`config.mk`:
```
export PLATFORM = sky130hd
export DESIGN_NAME = key_debounce_encoder_flat
export DESIGN_NICKNAME = d
export VERILOG_FILES = /design/src/rtl/key_debounce_encoder_if.sv /design/src/rtl/key_debounce_encoder.sv /design/src/flat_wrapper.sv
export SDC_FILE = /design/constraint.sdc
export NUM_CORES = 1
export LEC_CHECK = 0
export ABC_AREA = 0
export CAP_MARGIN = 20
export CORE_MARGIN = 3
export CORE_UTILIZATION = 60
export DETAILED_ROUTE_END_ITERATION = 12
export GPL_ROUTABILITY_DRIVEN = 0
export PLACE_DENSITY = 0.81
export SKIP_LAST_GASP = 1
export SLEW_MARGIN = 20
export SYNTH_ARGS = -nofsm -noshare
export SYNTH_HDL_FRONTEND = slang
export SYNTH_SLANG_ARGS = --single-unit
```
`constraint.sdc`:
```
create_clock -name C -period 2.7 [get_ports C]
set_input_delay 0.54 -clock C [delete_from_list [all_inputs] [get_ports C]]
set_output_delay 0.54 -clock C [all_outputs]
set_load 0.1 [all_outputs]
```
`src/rtl/key_debounce_encoder_if.sv`:
```
// Key-side bundle of key_debounce_encoder: raw keys in, debounced level/press/load out.
// master drives the raw keys; slave is the debouncer.
interface key_debounce_encoder_if;
    logic [3:0] K;
    logic [3:0] O;
    logic [3:0] P;
    logic       L;

    modport master (output K, input O, input P, input L);
    modport slave  (input K, output O, output P, output L);
endinterface

```
`src/rtl/key_debounce_encoder.sv`:
```
// Four-key synchroniser + per-key debounce FSM producing stable levels, press pulses and load strobe.
// Optional KEY_AUTOREPEAT_EN: re-pulse P every REPEAT_CYCLES while a key stays held.
module key_debounce_encoder #(
    parameter int unsigned DB_CYCLES     = 4,
    parameter int unsigned CNT_W         = 5,
    parameter int unsigned REPEAT_CYCLES = 8
) (
    input  logic                  C,
    input  logic                  R,
    key_debounce_encoder_if.slave bus
);

    typedef enum logic [1:0] {StIdle, StPwait, StDown, StRwait} key_state_e;

    if (DB_CYCLES < 2 || DB_CYCLES > (2 ** CNT_W)) begin : g_bad_db
        $error("DB_CYCLES out of range for CNT_W");
    end
    if (REPEAT_CYCLES < 1) begin : g_bad_rpt
        $error("REPEAT_CYCLES must be at least 1");
    end

    logic [3:0]       s1_q, s2_q;
    key_state_e       state_q [4];
    key_state_e       state_d [4];
    logic [CNT_W-1:0] cnt_q   [4];
    logic [CNT_W-1:0] cnt_d   [4];
    logic [3:0]       o_d, o_q, o_prev_q;
    logic [3:0]       p_d, p_q;
    logic             l_q;
    logic [3:0]       rpt_hit;

`ifdef KEY_AUTOREPEAT_EN
    localparam int unsigned RPT_W = (REPEAT_CYCLES > 1) ? $clog2(REPEAT_CYCLES) : 1;

    logic [RPT_W-1:0] rpt_q [4];
    logic [RPT_W-1:0] rpt_d [4];

    // Repeat counter runs only while a key stays in DOWN; anything else clears it.
    always_comb begin
        for (int n = 0; n < 4; n++) begin
            rpt_hit[n] = 1'b0;
            rpt_d[n]   = '0;
            if (state_q[n] == StDown && state_d[n] == StDown) begin
                if (rpt_q[n] == RPT_W'(REPEAT_CYCLES - 1)) begin
                    rpt_hit[n] = 1'b1;
                end else begin
                    rpt_d[n] = rpt_q[n] + RPT_W'(1);
                end
            end
        end
    end

    always_ff @(posedge C or posedge R) begin
        if (R) begin
            for (int n = 0; n < 4; n++) rpt_q[n] <= '0;
        end else begin
            for (int n = 0; n < 4; n++) rpt_q[n] <= rpt_d[n];
        end
    end
`else
    assign rpt_hit = 4'b0000;
`endif

    // State register, including synchroniser and counters.
    always_ff @(posedge C or posedge R) begin
        if (R) begin
            s1_q <= '0;
            s2_q <= '0;
            for (int n = 0; n < 4; n++) begin
                state_q[n] <= StIdle;
                cnt_q[n]   <= '0;
            end
        end else begin
            s1_q <= bus.K;
            s2_q <= s1_q;
            for (int n = 0; n < 4; n++) begin
                state_q[n] <= state_d[n];
                cnt_q[n]   <= cnt_d[n];
            end
        end
    end

    // Next-state logic: each key is an independent debouncer on its s2 sample.
    always_comb begin
        for (int n = 0; n < 4; n++) begin
            state_d[n] = state_q[n];
            cnt_d[n]   = cnt_q[n];
            unique case (state_q[n])
                StIdle: begin
                    if (s2_q[n]) begin
                        state_d[n] = StPwait;
                        cnt_d[n]   = '0;
                    end
                end
                StPwait: begin
                    if (!s2_q[n]) begin
                        state_d[n] = StIdle;
                        cnt_d[n]   = '0;
                    end else if (cnt_q[n] == CNT_W'(DB_CYCLES - 1)) begin
                        state_d[n] = StDown;
                        cnt_d[n]   = '0;
                    end else begin
                        cnt_d[n] = cnt_q[n] + CNT_W'(1);
                    end
                end
                StDown: begin
                    if (!s2_q[n]) begin
                        state_d[n] = StRwait;
                        cnt_d[n]   = '0;
                    end
                end
                StRwait: begin
                    if (s2_q[n]) begin
                        state_d[n] = StDown;
                        cnt_d[n]   = '0;
                    end else if (cnt_q[n] == CNT_W'(DB_CYCLES - 1)) begin
                        state_d[n] = StIdle;
                        cnt_d[n]   = '0;
                    end else begin
                        cnt_d[n] = cnt_q[n] + CNT_W'(1);
                    end
                end
                default: begin
                    state_d[n] = StIdle;
                    cnt_d[n]   = '0;
                end
            endcase
        end
    end

    // Output decode from the upcoming state so O and P register on the accepting edge.
    always_comb begin
        o_d = '0;
        p_d = '0;
        for (int n = 0; n < 4; n++) begin
            o_d[n] = (state_d[n] == StDown) || (state_d[n] == StRwait);
            p_d[n] = ((state_q[n] == StPwait) && (state_d[n] == StDown)) || rpt_hit[n];
        end
    end

    // L compares O with its one-cycle-delayed copy, so it fires the cycle after O settles.
    always_ff @(posedge C or posedge R) begin
        if (R) begin
            o_q      <= '0;
            o_prev_q <= '0;
            p_q      <= '0;
            l_q      <= 1'b0;
        end else begin
            o_q      <= o_d;
            o_prev_q <= o_q;
            p_q      <= p_d;
            l_q      <= (o_q != o_prev_q);
        end
    end

    assign bus.O = o_q;
    assign bus.P = p_q;
    assign bus.L = l_q;

endmodule

```
`src/flat_wrapper.sv`:
```
// flat-port wrapper written by rule: the top's interface ports become plain ports
module key_debounce_encoder_flat 
#(
    parameter int unsigned DB_CYCLES     = 4,
    parameter int unsigned CNT_W         = 5,
    parameter int unsigned REPEAT_CYCLES = 8
)
  (C, R, bus_K, bus_O, bus_P, bus_L);
  key_debounce_encoder_if bus_i ();
  input  logic C;
  input  logic R;
  input wire logic [$bits(bus_i.K)-1:0] bus_K;
  output wire logic [$bits(bus_i.O)-1:0] bus_O;
  output wire logic [$bits(bus_i.P)-1:0] bus_P;
  output wire logic [$bits(bus_i.L)-1:0] bus_L;
  assign bus_i.K = bus_K;
  assign bus_O = bus_i.O;
  assign bus_P = bus_i.P;
  assign bus_L = bus_i.L;
  key_debounce_encoder #(.DB_CYCLES(DB_CYCLES), .CNT_W(CNT_W), .REPEAT_CYCLES(REPEAT_CYCLES)) u_core (.C(C), .R(R), .bus(bus_i));
endmodule
```
==> results.md, run 1 <==
- Antenna Cells: 0
- HP Class: flop to flop
- Unique masters post-synth: 33
- Commonest non-fill, non-tap cell in the layout: dfrtp_1
- LEAKAGE: 1.06 nW
- DIE HEIGHT: 65.1 µm
- CP required: 2.94 ns
- WL met1: 1520 µm
- Ys async rst share: 100%
- Setup Skew: 0.0113 ns
- Commonest cells after routing, fill and taps aside: dfrtp_1 (49), nand3_1 (13), nand2_1 (9), buf_4 (9), xnor2_1 (8)
- WL final: 3430 µm
- Top Layer Used: met4
- Root buffer cell: clkbuf_4
- Flop2flop setup slack: 1.04 ns
- WL met2: 1760 µm
- Initial antenna violation count: 0
- DP Worst Slack: 1.10 ns
- Reg2reg path depth: 4
- Pwr/cell area: 884 nW/µm²
- FF-to-FF End: u_core.state_q[5]
- DR iter-0 viols: 101
- Routed len/inst: 14.8 µm
- CP Class: flop to flop
- Main synth FF type: dfrtp_1
- First-pass GRT wire length: 6220 µm
- Synth Cell Area: 2100 µm²
- Hold Path End: u_core.s2_q[1]
- Via count: 1,354
- # hold bufs at CTS: 0
- Cells after DPL: 224
- Buffers inserted by post-CTS timing repair: 0
- I/O pin cnt: 15
- Initial core utilization: 65.4%
- Synthesized instance count: 167
- Via-to-Cell Ratio: 5.84
- Sink Count: 49
- Min Tclk post-route: 1.66 ns
- All-Layer GR Usage: 18.8%
- Worst VDD drop: 0.603 mV
- Vias in the first global route: 1,449
- Worst-margin pin slew: 0.660 ns
- Final Cycle Share: 61.4%
- Synth Warn #: 0
- Final worst slack: 1.04 ns
- Worst setup EP type: flop
- Layout Nets: 197
- Clk Latency, worst-skew pair: 0.35 ns
- Clk buf depth: 2
- Syn_nets: 177
- Number of port buffers: 14
- Die ar.: 4240 µm²
- Rows: 20
- Cts repair resizes: 0
- Reg clk slew, reported paths: 0.14 ns
- Post-detail-place hpwl: 2460 µm
- Status: finished clean
- Critical path arrival: 1.90 ns
- Design Power: 0.00206 W
- Worst setup SP type: flop
- Synthesized flop and latch total: 49
- Number of synthesized flops with an enable pin: 0
- Crit Reg-Reg Startpoint: u_core.cnt_q[10]
- Cts bufs inserted: 5
- Final hold violations: 0
- Met3 WL: 110 µm
- Slew Limit Fails: 0
- Core Footprint: 3200 µm²
- Layout area overhead: 11.5%
- H-tree depth: 2
- Sequential-to-total area share from yosys stat: 58.5%
- Final-report setup violation count: 0
- 1st-pass router iterations: 4
- Setup TNS: 0 ns
- Largest net degree at the start of global routing: 50
- RSZ-0062 raised after global routing: no
- Slew HR: 55.7%
- HP Start: u_core.s1_q[1]
- CTS tree: built
- Fmax: 603 MHz
- Layout cells sized above 1: 17.0%
- GRT Residual Overflow: 0
- Max Cap Viol: 0
- DRC Markers: 0
- CP max FO: 4
- DIE WIDTH: 65.1 µm
- Post-DRT Antenna Nets: 0
- Syn_area_per_cell: 12.5 µm²
- Hold Path Stages: 0
- Final Non-Filler Cells: 232
[registers in the layout (all words and copies together), names as in the netlist]
name and count:
u_core.o_prev_q 4, u_core.s1_q 4, u_core.bus.P 4, u_core.state_q 8
u_core.bus.O 4, u_core.cnt_q 20, u_core.bus.L 1, u_core.s2_q 4
[cell type report]
class | count | area, µm²
flip-flops and latches | 49 | 1230
repair buffers | 15 | 138
clock inverters | 3 | 17.5
well taps | 44 | 55.1
fillers | 230 | 867
clock buffers | 5 | 37.5
inverters | 5 | 18.8
multi-input cells | 111 | 843
[report_power, final]
| part | total, W | internal, W | switching (W) |
|---|---|---|---|
| clock network | 0.000320 | 0.0000987 | 0.000221 |
| logic | 0.000692 | 0.000250 | 0.000442 |
| registers | 0.00105 | 0.000883 | 0.000168 |
| total | 0.00206 | 0.00123 | 0.000832 |
[worst max-delay path: stages, from the launching register on]
cell and delay [ns]:
dfrtp_1 0.42, ha_1 0.22, nor4b_2 0.38, nand2_1 0.18, mux2_1 0.34
[metrics by stage]
step	utilization [%]	hold slack, ns	cell area [µm²]
after floorplan	-	0.331	2100
after global placement	71.2	0.332	2280
after detailed placement	71.2	0.335	2280
after CTS	72.9	0.366	2340
after global routing	72.9	0.387	2340
final	72.9	0.364	2340
[routing by layer]
metal	GRT usage, %	vias to the layer above
met5	0	-
met4	5.18	0
met3	4.27	4
met2	34.1	21
met1	22.5	677
li1	-	652
[Yosys cell counts, types with 3 or more instances]
cell | instances | share of area [%]
a221o_1 | 4 | 1.9
xnor2_1 | 8 | 3.3
inv_1 | 5 | 0.90
ha_1 | 4 | 2.4
nor3b_1 | 4 | 1.4
nand4_1 | 3 | 0.90
a21oi_1 | 3 | 0.72
nor4b_2 | 3 | 2.1
nor4_1 | 4 | 1.2
nand2b_1 | 3 | 0.90
nor4b_1 | 4 | 1.7
o22ai_1 | 3 | 0.90
nand3_1 | 13 | 3.1
nor2b_1 | 7 | 2.1
mux2_2 | 7 | 3.8
nand2_1 | 9 | 1.6
a22o_1 | 3 | 1.3
nor2_1 | 3 | 0.54
dfrtp_1 | 49 | 59
xor2_1 | 5 | 2.1
[kinds of logic (layout without fill, tap and decap cells)]
family                   Yosys count  count (layout)  share of synthesized area (%)
buffers and inverters              7              28                           1.25
XOR/XNOR                          15              15                           6.99
flip-flops                        49              49                           58.5
AND/OR/NAND/NOR                   63              63                           18.7
multiplexers                       9               9                           4.84
AO/OA/AOI/OAI                     20              20                           7.34
adder cells (fa/ha/maj)            4               4                           2.39
[worst max-delay path by stage]
stage / startpoint / end / slack (ns) / depth (start not counted)
3_3_place_gp: u_core.cnt_q[10] / u_core.state_q[5] / 1.19 / 4
3_5_place_dp: u_core.cnt_q[10] / u_core.state_q[5] / 1.10 / 4
4_1_cts: u_core.bus.O[0] / bus_O[0] / 1.04 / 1
5_1_grt: u_core.cnt_q[10] / u_core.state_q[5] / 0.94 / 4
2_1_floorplan: R / u_core.bus.L / 0.99 / 1
6_report: u_core.cnt_q[10] / u_core.state_q[5] / 1.04 / 4
Power figures use the tool's default switching activity.
==> run 2, diff against run 1 <==
CORE_UTILIZATION = 57   (was 60)
PLACE_DENSITY = 0.78   (was 0.81)
clock period = 1.6 ns   (was 2.7 ns; I/O delays follow)
==> results.md, run 2 (synthesis results as in run 1) <==
- 1st-pass router iterations: 4 (unchanged)
- CP max FO: 4 (unchanged)
- Layout Nets: 200 (+1.5%)
- Core Footprint: 3440 µm² (+7.5%)
- Regs by FF count: u_core.cnt_q: 20 flops, u_core.state_q: 8 flops
- CP required: 1.78 ns (-1.16 ns)
- Hold Slack: 0.346 ns (-0.0175 ns)
- Reg clk slew, reported paths: 0.08 ns (-0.06 ns)
- Cts repair resizes: 0 (unchanged)
- Final Non-Filler Cells: 236 (+1.7%)
- Cells after DPL: 229 (+2.2%)
- RSZ-0062 raised after global routing: no
- Layout fillers: 244 (+6.1%)
- Worst-margin pin slew: 0.457 ns (-0.202 ns)
- CP Class: flop to flop
- Clk buf depth: 2 (unchanged)
- First-pass GRT wire length: 6330 µm (+1.8%)
- Max Cap Viol: 0 (unchanged)
- GRT Residual Overflow: 0 (unchanged)
- Slew HR: 69.3% (+14 points)
- Top reg by flops: u_core.cnt_q
- Worst setup EP type: flop
- Number of port buffers: 14 (unchanged)
- I/O pin cnt: 15 (unchanged)
- Fmax: 659 MHz (+9.2%)
- DIE HEIGHT: 66.6 µm (+2.4%)
- Buffers inserted by post-CTS timing repair: 0 (unchanged)
- All-Layer GR Usage: 19.2% (+0.42 points)
- Via count: 1,368 (+1.0%)
- Crit Reg-Reg Startpoint: u_core.cnt_q[6]
- Min Tclk post-route: 1.52 ns (-0.140 ns)
- Clk Latency, worst-skew pair: 0.29 ns (-0.06 ns)
- FF-to-FF End: u_core.cnt_q[7]
- Post-DRT Antenna Nets: 0 (unchanged)
- Final core occ: 73.6% (+0.72 points)
- Flop2flop setup slack: 0.08 ns (-0.96 ns)
- Layout area overhead: 21.0%
- Commonest cells after routing, fill and taps aside: dfrtp_1 (49), nand3_1 (13), nand2_1 (9), buf_12 (9), xnor2_1 (8)
- DR iter-0 viols: 111 (+9.9%)
- Worst setup SP type: flop
- # hold bufs at CTS: 0 (unchanged)
- H-tree depth: 2 (unchanged)
- Worst setup endpoint: u_core.cnt_q[7]
- Routed len/inst: 15.8 µm (+6.8%)
- Commonest non-fill, non-tap cell in the layout: dfrtp_1
- Initial antenna violation count: 0 (unchanged)
- Post-detail-place hpwl: 2610 µm (+6.0%)
- DIE WIDTH: 66.6 µm (+2.4%)
- Die ar.: 4440 µm² (+4.8%)
- Final Cycle Share: 94.9% (+33 points)
- LEAKAGE: 1.13 nW (+6.1%)
- Root buffer cell: clkbuf_8
- Max FFs per register: 20 (unchanged)
- Rows: 21 (+5.0%)
- Critical path arrival: 1.70 ns (-0.20 ns)
- CP startpoint: u_core.cnt_q[6]
- Setup Skew: 0.00749 ns (-0.00380 ns)
- Worst VDD drop: 0.989 mV (+64%)
- Slew Limit Fails: 0 (unchanged)
- Setup TNS: 0 ns (unchanged)
- DRC Markers: 0 (unchanged)
- Layout cells sized above 1: 18.9% (+1.9 points)
- HP Class: flop to flop
- Status: finished clean
- Initial core utilization: 60.9% (-4.5 points)
- Antenna Cells: 0 (unchanged)
- Pwr/cell area: 1570 nW/µm² (+77%)
- Largest net degree at the start of global routing: 26 (-48%)
- Via-to-Cell Ratio: 5.80 (-0.68%)
- Final-report setup violation count: 0 (unchanged)
- CTS tree: built
- FF/Latch Area: 1230 µm² (unchanged)
- Footprint of the multi-input gates: 868 µm² (+3.0%)
- Cts bufs inserted: 5 (unchanged)
- Sink Count: 49 (unchanged)
- Vias in the first global route: 1,416 (-2.3%)
- WL final: 3730 µm (+8.7%)
- Reg2reg path depth: 4 (unchanged)
- Final hold violations: 0 (unchanged)
[run 2: metrics by stage]
| step | total power, W | setup slack (ns) | area, µm² |
|---|---|---|---|
| floorplan | 0.00268 | 0.107 | 2100 |
| global placement | 0.00305 | 0.154 | 2410 |
| detailed placement | 0.00314 | 0.0581 | 2410 |
| CTS | 0.00397 | 0.0429 | 2510 |
| global route | 0.00418 | 0.000515 | 2530 |
| finish | 0.00397 | 0.0819 | 2530 |
[run 2: cell type report]
class                      count  area share (%)
inverter                       5           0.740
clock buffer                   5            2.71
multi-input combinational    111            34.3
clock inverter                 2            1.38
tap                           46            2.27
timing repair buffer          18            10.3
sequential                    49            48.4
[run 2: routing by layer]
metal	track usage, %	share of wire (%)
met3	4.72	3.2
met5	0	0
met1	23.9	45
met2	31.3	50
met4	9.14	1.8
[run 2: worst min path at each step]
stage,start,end,slack [ns],depth (start not counted)
after detailed placement,u_core.s1_q[1],u_core.s2_q[1],0.33,0
final,u_core.s1_q[3],u_core.s2_q[3],0.35,0
after CTS,u_core.s1_q[3],u_core.s2_q[3],0.35,0
after global placement,u_core.s1_q[1],u_core.s2_q[1],0.33,0
after global routing,u_core.s1_q[1],u_core.s2_q[1],0.37,0
after floorplan,u_core.s1_q[0],u_core.s2_q[0],0.33,0
[run 2: worst max-delay path: stages, from the launching register on]
cell,delay [ns]
dfrtp_1,0.39
ha_1,0.22
nor4b_2,0.31
nor3_1,0.15
a221o_1,0.34
[run 2: power by group]
part	switching (W)	total (W)	leakage (nW)	internal (W)
Sequential	0.000323	0.00182	0.638	0.00149
Clock	0.000385	0.000840	0.0540	0.000455
Combinational	0.000752	0.00132	0.436	0.000564
Total	0.00146	0.00397	1.13	0.00251
